## config.mk

```make
export PLATFORM = sky130hd
export DESIGN_NAME = instr_sequencer
export DESIGN_NICKNAME = d
export VERILOG_FILES = /design/src/rtl/instr_sequencer.sv
export SDC_FILE = /design/constraint.sdc
export NUM_CORES = 1
export LEC_CHECK = 0
export BUFFER_PORTS_ARGS = -buffer_cell sky130_fd_sc_hd__buf_2
export CAP_MARGIN = 5
export CORE_MARGIN = 2
export CORE_UTILIZATION = 52
export DETAILED_ROUTE_END_ITERATION = 10
export GPL_TIMING_DRIVEN = 0
export PLACE_DENSITY = 0.89
export SLEW_MARGIN = 20
export SYNTH_ARGS = -nofsm -noshare
export SYNTH_HDL_FRONTEND = slang
export SYNTH_SLANG_ARGS = --single-unit
```

## constraint.sdc

```tcl
create_clock -name clk -period 3.2 [get_ports clk]
set_clock_uncertainty 0.15 [all_clocks]
set_input_delay 0.32 -clock clk [delete_from_list [all_inputs] [get_ports clk]]
set_output_delay 0.32 -clock clk [all_outputs]
set_load 0.1 [all_outputs]
```

## src/rtl/instr_sequencer.sv

```systemverilog
// ---------------------------------------------------------------------------
// instr_sequencer
//
// Multi-cycle instruction sequencer. It fetches a 32-bit instruction word from
// instruction memory, presents the decoded fields to an external ALU and
// register file, captures the ALU results, and then performs register
// writeback and updates the PC. Each instruction takes four cycles:
// FETCH, DECODE, EXEC and WB. Halt and illegal opcodes park the machine in
// HALT, which only reset can leave.
//
// Ports
//   clk         in   1   clock; all state updates on the rising edge
//   rst_n       in   1   synchronous active-low reset
//   start       in   1   begin execution from the current PC (IDLE only)
//   imem_en     out  1   instruction read strobe (high in FETCH)
//   imem_addr   out  16  instruction address (= PC)
//   imem_rdata  in   32  instruction word, valid the cycle after imem_en
//   rf_raddr1   out  5   register read index, instr[25:21]
//   rf_raddr2   out  5   register read index, instr[20:16]
//   rf_rdata1   in   32  combinational read data for rf_raddr1 (jr target)
//   rf_we       out  1   register write strobe, one cycle in WB
//   rf_waddr    out  5   register write index
//   rf_wdata    out  32  register write data
//   alu_opcode  out  6   instr[31:26]
//   alu_funct   out  5   instr[4:0]
//   alu_shamt   out  5   instr[10:6]
//   alu_const   out  16  instr[15:0]
//   alu_jaddr   out  26  instr[25:0]
//   alu_pc      out  16  PC+1 (mod 2^16)
//   alu_dest    in   32  ALU result
//   alu_pc_new  in   16  ALU branch/jump target
//   busy        out  1   high in FETCH, DECODE, EXEC and WB
//   halted      out  1   high in HALT
//   illegal     out  1   high in HALT when entered via an illegal instruction
// ---------------------------------------------------------------------------
module instr_sequencer #(
    parameter logic [15:0] RESET_PC = 16'h0000
) (
    input  logic        clk,
    input  logic        rst_n,
    input  logic        start,
    output logic        imem_en,
    output logic [15:0] imem_addr,
    input  logic [31:0] imem_rdata,
    output logic [4:0]  rf_raddr1,
    output logic [4:0]  rf_raddr2,
    input  logic [31:0] rf_rdata1,
    output logic        rf_we,
    output logic [4:0]  rf_waddr,
    output logic [31:0] rf_wdata,
    output logic [5:0]  alu_opcode,
    output logic [4:0]  alu_funct,
    output logic [4:0]  alu_shamt,
    output logic [15:0] alu_const,
    output logic [25:0] alu_jaddr,
    output logic [15:0] alu_pc,
    input  logic [31:0] alu_dest,
    input  logic [15:0] alu_pc_new,
    output logic        busy,
    output logic        halted,
    output logic        illegal
);

    typedef enum logic [2:0] {
        S_IDLE   = 3'd0,
        S_FETCH  = 3'd1,
        S_DECODE = 3'd2,
        S_EXEC   = 3'd3,
        S_WB     = 3'd4,
        S_HALT   = 3'd5
    } state_t;

    state_t      r_state;
    logic [15:0] r_pc;
    logic [15:0] r_pc_next;
    logic [31:0] r_ir;
    logic [15:0] r_alu_pc;
    logic        r_imem_en;
    logic        r_rf_we;
    logic [4:0]  r_rf_waddr;
    logic [31:0] r_rf_wdata;
    logic        r_busy;
    logic        r_halted;
    logic        r_illegal;

    // Execute-stage decode results, consumed on the EXEC -> WB/HALT edge.
    logic [5:0]  w_op;
    logic        w_wr_en;
    logic [4:0]  w_wr_addr;
    logic [31:0] w_wr_data;
    logic [15:0] w_pc_next;
    logic        w_halt;
    logic        w_illegal;

    // Only the low half of rf_rdata1 forms a jr target.
    logic        w_unused_rdata1_hi;
    assign w_unused_rdata1_hi = &{1'b0, rf_rdata1[31:16]};

    assign w_op = r_ir[31:26];

    always_comb begin
        w_wr_en   = 1'b0;
        w_wr_addr = '0;
        w_wr_data = alu_dest;
        w_pc_next = r_pc + 16'd1;
        w_halt    = 1'b0;
        w_illegal = 1'b0;
        if (w_op == 6'd0) begin
            if (r_ir[4:0] <= 5'd8) begin
                w_wr_en   = 1'b1;
                w_wr_addr = r_ir[15:11];
            end else begin
                w_halt    = 1'b1;
                w_illegal = 1'b1;
            end
        end else if (w_op >= 6'd1 && w_op <= 6'd4) begin
            w_wr_en   = 1'b1;
            w_wr_addr = r_ir[25:21];
        end else if (w_op == 6'd16) begin
            w_wr_en   = 1'b1;
            w_wr_addr = r_ir[20:16];
        end else if (w_op >= 6'd7 && w_op <= 6'd13) begin
            // Conditional branches: the ALU returns either the target or PC+1.
            w_pc_next = alu_pc_new;
        end else if (w_op == 6'd14) begin
            w_pc_next = rf_rdata1[15:0];
        end else if (w_op == 6'd15) begin
            w_wr_en   = 1'b1;
            w_wr_addr = 5'd31;
            w_wr_data = {16'd0, r_alu_pc};
            w_pc_next = alu_pc_new;
        end else if (w_op == 6'd63) begin
            w_halt = 1'b1;
        end else begin
            w_halt    = 1'b1;
            w_illegal = 1'b1;
        end
    end

    always_ff @(posedge clk) begin
        if (!rst_n) begin
            r_state    <= S_IDLE;
            r_pc       <= RESET_PC;
            r_pc_next  <= RESET_PC;
            r_ir       <= '0;
            r_alu_pc   <= '0;
            r_imem_en  <= 1'b0;
            r_rf_we    <= 1'b0;
            r_rf_waddr <= '0;
            r_rf_wdata <= '0;
            r_busy     <= 1'b0;
            r_halted   <= 1'b0;
            r_illegal  <= 1'b0;
        end else begin
            case (r_state)
                S_IDLE: begin
                    if (start) begin
                        r_state   <= S_FETCH;
                        r_imem_en <= 1'b1;
                        r_busy    <= 1'b1;
                    end
                end
                S_FETCH: begin
                    r_state   <= S_DECODE;
                    r_imem_en <= 1'b0;
                end
                S_DECODE: begin
                    r_state  <= S_EXEC;
                    r_ir     <= imem_rdata;
                    r_alu_pc <= r_pc + 16'd1;
                end
                S_EXEC: begin
                    if (w_halt) begin
                        r_state   <= S_HALT;
                        r_busy    <= 1'b0;
                        r_halted  <= 1'b1;
                        r_illegal <= w_illegal;
                    end else begin
                        r_state    <= S_WB;
                        // r0 is hardwired: never strobe a write to it.
                        r_rf_we    <= w_wr_en && (w_wr_addr != 5'd0);
                        r_rf_waddr <= w_wr_addr;
                        r_rf_wdata <= w_wr_data;
                        r_pc_next  <= w_pc_next;
                    end
                end
                S_WB: begin
                    r_state   <= S_FETCH;
                    r_rf_we   <= 1'b0;
                    r_pc      <= r_pc_next;
                    r_imem_en <= 1'b1;
                end
                S_HALT: begin
                    r_state <= S_HALT;
                end
                default: begin
                    r_state <= S_IDLE;
                    r_busy  <= 1'b0;
                end
            endcase
        end
    end

    assign imem_en    = r_imem_en;
    assign imem_addr  = r_pc;
    assign rf_raddr1  = r_ir[25:21];
    assign rf_raddr2  = r_ir[20:16];
    assign rf_we      = r_rf_we;
    assign rf_waddr   = r_rf_waddr;
    assign rf_wdata   = r_rf_wdata;
    assign alu_opcode = r_ir[31:26];
    assign alu_funct  = r_ir[4:0];
    assign alu_shamt  = r_ir[10:6];
    assign alu_const  = r_ir[15:0];
    assign alu_jaddr  = r_ir[25:0];
    assign alu_pc     = r_alu_pc;
    assign busy       = r_busy;
    assign halted     = r_halted;
    assign illegal    = r_illegal;

endmodule

```

# == After elaboration in Yosys (flattened, before gate mapping) ==
# Index checks and enable logic that the tools add are counted.
# classes
n_eq_ne,12
n_bitwise,2
n_mux,49
n_reduce_logical,14
add_sub_neg,1
n_lt_le_gt_ge,5
# op_table
cell,count
2-to-1 mux 32 bit,6
2-to-1 mux 16 bit,6
2-to-1 mux 5 bit,7
2-to-1 mux 1 bit,25
one-hot mux 3 bit (6 select lines),1
adder 16 x 1 -> 16 bit (second input constant),1
== test 6 x 4 -> 1 bit (second input constant),2
AND reduction 2 bit,4
== test 3 x 2 -> 1 bit (second input constant),2
== test 3 bit (second input constant),2
== test 6 x 5 -> 1 bit (second input constant),1
== test 6 bit (second input constant),1
greater-or-equal comparator 6 x 1 -> 1 bit (second input constant),1
greater-or-equal comparator 6 x 3 -> 1 bit (second input constant),1
<= comparator 6 x 3 -> 1 bit (second input constant),1
<= comparator 6 x 4 -> 1 bit (second input constant),1
zero test 6 bit,1
inequality test 2 bit (second input constant),3
one-hot mux 1 bit (3 select lines),2
<= comparator 5 x 4 -> 1 bit (second input constant),1
nonzero test 5 bit,1
OR reduction 4 bit,1
== test 3 x 1 -> 1 bit (second input constant),1
logical AND 1 bit,3
other kinds (7),8
# totals
regBits,125
out_inout_bits,142
in_bits,115

# == Logic depth before layout (Yosys ltp) ==
# depth
word_depth,11
ltp_mapped,9
mapped_depth_nobuf,7

# == Worst setup path before layout ==
# No wires, ideal clock.
# synth_timing
path_kind,reg2reg
from,"register r_pc[3], in the netlist imem_addr[3]"
to,"register r_alu_pc[15], in the netlist alu_pc[15]"
period_less_slack_ns,2.778
required_ns,2.970
setup_ns,0.080
slack_ns,0.422
path_stages_with_launch,7
arrival_time_ns,2.548
path_cell_list,dfxtp_1 > nand4_1 > or2_2 > nor4_1 > xor2_1 > nor2_1 > nor3b_1
# synth_via
elab_chain_len,1
# synth_rtl
item,line_no,rtl
"start, declared",74,logic [15:0] r_pc;
"start signal, assigned",190,r_pc <= r_pc_next;
adder 16 x 1 -> 16 bit,170,r_alu_pc <= r_pc + 16'd1;
"end signal, assigned",170,
"end, declared",77,logic [15:0] r_alu_pc;
# Every way passes these cells.
# A chain may end at the register's enable or synchronous reset.

# == Final worst setup path ==
# layout_timing
from,register r_ir[28]
to,register r_pc_next[5]
# layout_via
elab_chain_len,9
elab_cells_between_ends,24
# layout_rtl
item,line_no,rtl
"start, declared",76,logic [31:0] r_ir;
"start signal, assigned",169,r_ir <= imem_rdata;
"parallel branches: the longest is 9 deep, another holds greater-or-equal comparator 6 x 3 -> 1 bit",--,
"end signal, assigned",184,r_pc_next <= w_pc_next;
"end, declared",75,logic [15:0] r_pc_next;
# Parallel ways; which one is timed is not known.

==> impl_summary.txt <==
----------------------------------------------------
[Run status]
  Run status ... finished, final reports clean

[Power]
  Leak ... around 4.1 nW
  Pwr dens ... roughly 660 nW/µm²
  Worst IR drop on VDD ... 365 µV

[Global route]
  Pin count of the biggest net entering global routing ... 17
  Gr usage total ... 0.299
  Overflow left after global routing ... 0
  Global-route wire length before repair ... 29600 µm
  Global-route met3 utilization ... 0.0672
  GR Util met1 ... 0.387
  Via count of the first global-routing pass ... approximately 5700
  GRT Max-Usage Layer ... met2
  Antenna violations before repair ... 1
  Met2 capacity usage during global routing ... 0.488

[Finish]
  Fraction of final layout cells sized beyond drive strength 1 ... 0.330
  Nets@finish ... roughly 1100
  ANT cells ... 0
  Layout filler cell count ... a little under 900
  Synth-to-layout area growth ... 32.8%

[Floorplan]
  Die Y-Extent ... 111 µm
  Die area ... around 12000 µm²
  X dimension of the die ... around 110 µm
  I/O pin count ... between 200 and 300
  Cell Rows ... 38
  Initial Utilization ... 0.539
  Core ar. ... approximately 11000 µm²

[Clock tree]
  Maximum level of the CTS H-tree ... 4
  CTS resizes ... 0
  Number of buffers created by CTS ... 17
  Maximum clock insertion buffer count ... 2
  Clock latency on the worst-skew pair ... between 0.4 and 0.5 ns
  Post-CTS Hold Fix Bufs ... 0
  Clock tree root buffer cell ... sky130_fd_sc_hd__clkbuf_16
  CTS tree ... done
  Number of buffers added for setup after CTS ... 0
  Number of clock sinks seen by CTS ... about 130
  Clock-pin slew on the worst setup and hold paths ... ~0.06 ns

[Critical path]
  Slowest cell on crit path ... sky130_fd_sc_hd__nor2_1
  Worst R2R Setup Slack ... roughly 0.42 ns
  Arrival @ worst endpoint ... 2.99 ns
  Critical path start-end classification ... flip-flop to flip-flop
  CP bufs+invs ... 2
  Kind of cell adding the most delay to the critical path ... simple AND/OR/NAND/NOR gates
  Nature of the critical path endpoint ... flip-flop
  Setup crit start kind ... flip-flop
  Crit path largest cell delay ... 0.55 ns
  Cell repeated most along the worst path ... sky130_fd_sc_hd__clkbuf_1
  Critical Path, Cell by Cell ... clkbuf_1 > and3_1 > a21oi_1 > nor2_1 > clkbuf_1 > a22oi_1 > o211ai_1 > o211a_1
  Required @ worst endpoint ... between 3 and 4 ns
  Maximum fanout along the worst path ... 10

[Routing]
  Remaining antenna violation count after routing ... 0
  Wire length after detailed routing ... around 19000 µm
  First drt pass iteration count ... 6
  DRC viols ... 0
  Number of vias per cell after detailed routing ... 5.50
  DR iter-0 viols ... 461
  Routed via count ... around 6200
  Post-DR wirelength/cell ... 16.8 µm

[Placement]
  Worst setup timing slack at the placement stage ... roughly 0.58 ns
  Sum of net half-perimeters after detailed placement ... ~14000 µm
  Number of port buffers ... approximately 240
  Global placement routability congestion ... a little over 0.9

[Synth]
  Proportion of synthesized chip area in sequential cells ... 0.423
  Main combinational cell family by area after synthesis ... simple AND/OR/NAND/NOR gates
  Share of the synthesized area in the top cell type ... 0.423
  Post-synthesis cell type count ... 50
  Compound-cell area share of the yosys netlist ... 0.223
  Mux share of post-synthesis cell area ... 0.00190
  Area share of xor/xnor cells in the synthesized design ... 0.0222
  Number of instances in the synthesized netlist ... around 710
  Number of enable-type register cells in the synthesized netlist ... 0
  Count leader, synth ... sky130_fd_sc_hd__nand2_1
  Top cells by area, synth ... sky130_fd_sc_hd__dfxtp_1 (42%), sky130_fd_sc_hd__nand2_1 (11%), sky130_fd_sc_hd__a21boi_0 (6.5%)
  Basic-gate share of the synthesized area counting and, or, nand and nor cells ... 0.235
  Area of the mapped netlist ... 5920 µm²
  Synth area leader ... sky130_fd_sc_hd__dfxtp_1
  Number of nets in the synthesized netlist ... 828
  Flops & latches, synth ... around 130
  Primary FF master, synth ... sky130_fd_sc_hd__dfxtp_1
  Yosys Warn Count ... 0
  Top post-synthesis cells by count ... sky130_fd_sc_hd__nand2_1 (166), sky130_fd_sc_hd__dfxtp_1 (125), sky130_fd_sc_hd__a21boi_0 (51)
  Synthesized area per cell ... 8.31 µm²
  Share of async-settable or async-resettable flops after synthesis ... 0
  Adder-cell area share of the yosys netlist ... 0.00212

[Hold path]
  Worst min-delay path category ... primary input to flip-flop

[Timing]
  Number of max-slew violations in the final report ... 0
  Setup TNS after final layout ... 0 ns
  Final period util ... 0.869
  Relative slew margins ... 0.505
  Final critical delay including setup and external delays ... roughly 2.8 ns
  Fmax ... 360 MHz
  Final Hold Vio Count ... 0
  Setup repair after global routing missed its margin ... false
  Final setup violation count ... 0
  Slew at the pin with the worst max-slew slack ... roughly 0.74 ns
  Minimum setup slack in the final design ... 0.418 ns

[Job]
  Number of maximum-capacitance constraint violations ... 0

----------------------------------------------------
==> flip-flops by register name, summed over array words and instances (netlist names), 3 cells and up <==
signal and flops:
imem_addr 16, alu_pc 16, rf_waddr 5, rf_wdata 32, r_ir 32, r_state 3, r_pc_next 16
==> where the power goes <==
part           switching [mW]  internal [mW]  leakage (nW)
logic                    1.24          0.331          2.78
registers              0.0845           1.66          1.01
clock network           0.700           1.16         0.272
total                    2.02           3.15          4.06
==> logic make-up (layout without fill, tap and decap cells) <==
family / count (synthesis) / after routing
simple gates: 303 / 303
mux: 1 / 1
xor+xnor: 15 / 15
fa+ha+maj: 1 / 1
flops: 125 / 125
compound gates: 170 / 170
buf+inv: 97 / 367
==> through the flow <==
step           hold slack [ns]  total power [mW]  cells  utilization  cell area, µm²
6_report               0.00792              5.17   1122        0.715            7850
4_1_cts                0.00201              5.17   1122        0.715            7850
3_3_place_gp             0.295              3.32   1091        0.663            7290
2_1_floorplan            0.288              3.04    712            -            5920
3_5_place_dp             0.305              3.34   1091        0.663            7290
5_1_grt                0.00833              5.33   1122        0.715            7850
==> worst register-to-register path, cell delays in order, from the launching register on <==
cell                       delay, ns
sky130_fd_sc_hd__dfxtp_1        0.35
sky130_fd_sc_hd__clkbuf_1       0.34
sky130_fd_sc_hd__and3_1         0.32
sky130_fd_sc_hd__a21oi_1        0.09
sky130_fd_sc_hd__nor2_1         0.55
sky130_fd_sc_hd__clkbuf_1       0.40
sky130_fd_sc_hd__a22oi_1        0.18
sky130_fd_sc_hd__o211ai_1       0.18
sky130_fd_sc_hd__o211a_1        0.18
==> path summary, 6_finish.rpt <==
kind	from	end	cells after the start
min	imem_rdata[2]	r_ir[2]$_SDFFE_PN0P_	3
min reg2reg	r_pc_next[14]$_SDFFE_PN0P_	imem_addr[14]$_SDFFE_PN0P_	2
max reg2reg	r_ir[28]$_SDFFE_PN0P_	r_pc_next[5]$_SDFFE_PN0P_	8
max	r_ir[28]$_SDFFE_PN0P_	r_pc_next[5]$_SDFFE_PN0P_	8
==> layout by cell type (no fill, tap or decap), drive strengths merged, types with 3 or more instances in the layout <==
| master | Yosys | layout |
|---|---|---|
| buf | 49 | 288 |
| nand2 | 166 | 166 |
| dfxtp | 125 | 125 |
| clkbuf | 43 | 63 |
| a21boi | 52 | 52 |
| nor2 | 39 | 39 |
| o211a | 33 | 33 |
| nand3 | 26 | 26 |
| and3 | 20 | 20 |
| o21a | 19 | 19 |
| o21ai | 19 | 19 |
| nor2b | 17 | 17 |
| a21oi | 14 | 14 |
| xor2 | 11 | 11 |
| a222oi | 7 | 7 |
| nand4 | 6 | 6 |
| nor3b | 6 | 6 |
| a31oi | 6 | 6 |
| a221oi | 6 | 6 |
| clkinv | 0 | 6 |
| inv | 5 | 5 |
| nor4 | 5 | 5 |
| xnor2 | 4 | 4 |
| nor3 | 4 | 4 |
| or2 | 4 | 4 |
| and2 | 3 | 3 |
| o22ai | 3 | 3 |
| clkinvlp | 0 | 3 |
==> layout make-up <==
| type | count | area, µm² | share of cell area |
|---|---|---|---|
| buffer | 92 | 533 | 0.0679 |
| clock buffer | 20 | 447 | 0.0569 |
| clock inverter | 11 | 120 | 0.0153 |
| inverter | 5 | 18.8 | 0.00239 |
| multi-input combinational | 490 | 2860 | 0.364 |
| sequential | 125 | 2500 | 0.319 |
| tap | 140 | 175 | 0.0223 |
| timing repair buffer | 239 | 1200 | 0.152 |
==> routing by layer <==
metal / up-vias / share of wire
li1: 2945 / -
met1: 2858 / 0.41
met2: 330 / 0.48
met3: 34 / 0.089
met4: 2 / 0.023
met5: - / 0.00069
No activity file was read; power rests on OpenSTA's default activity.
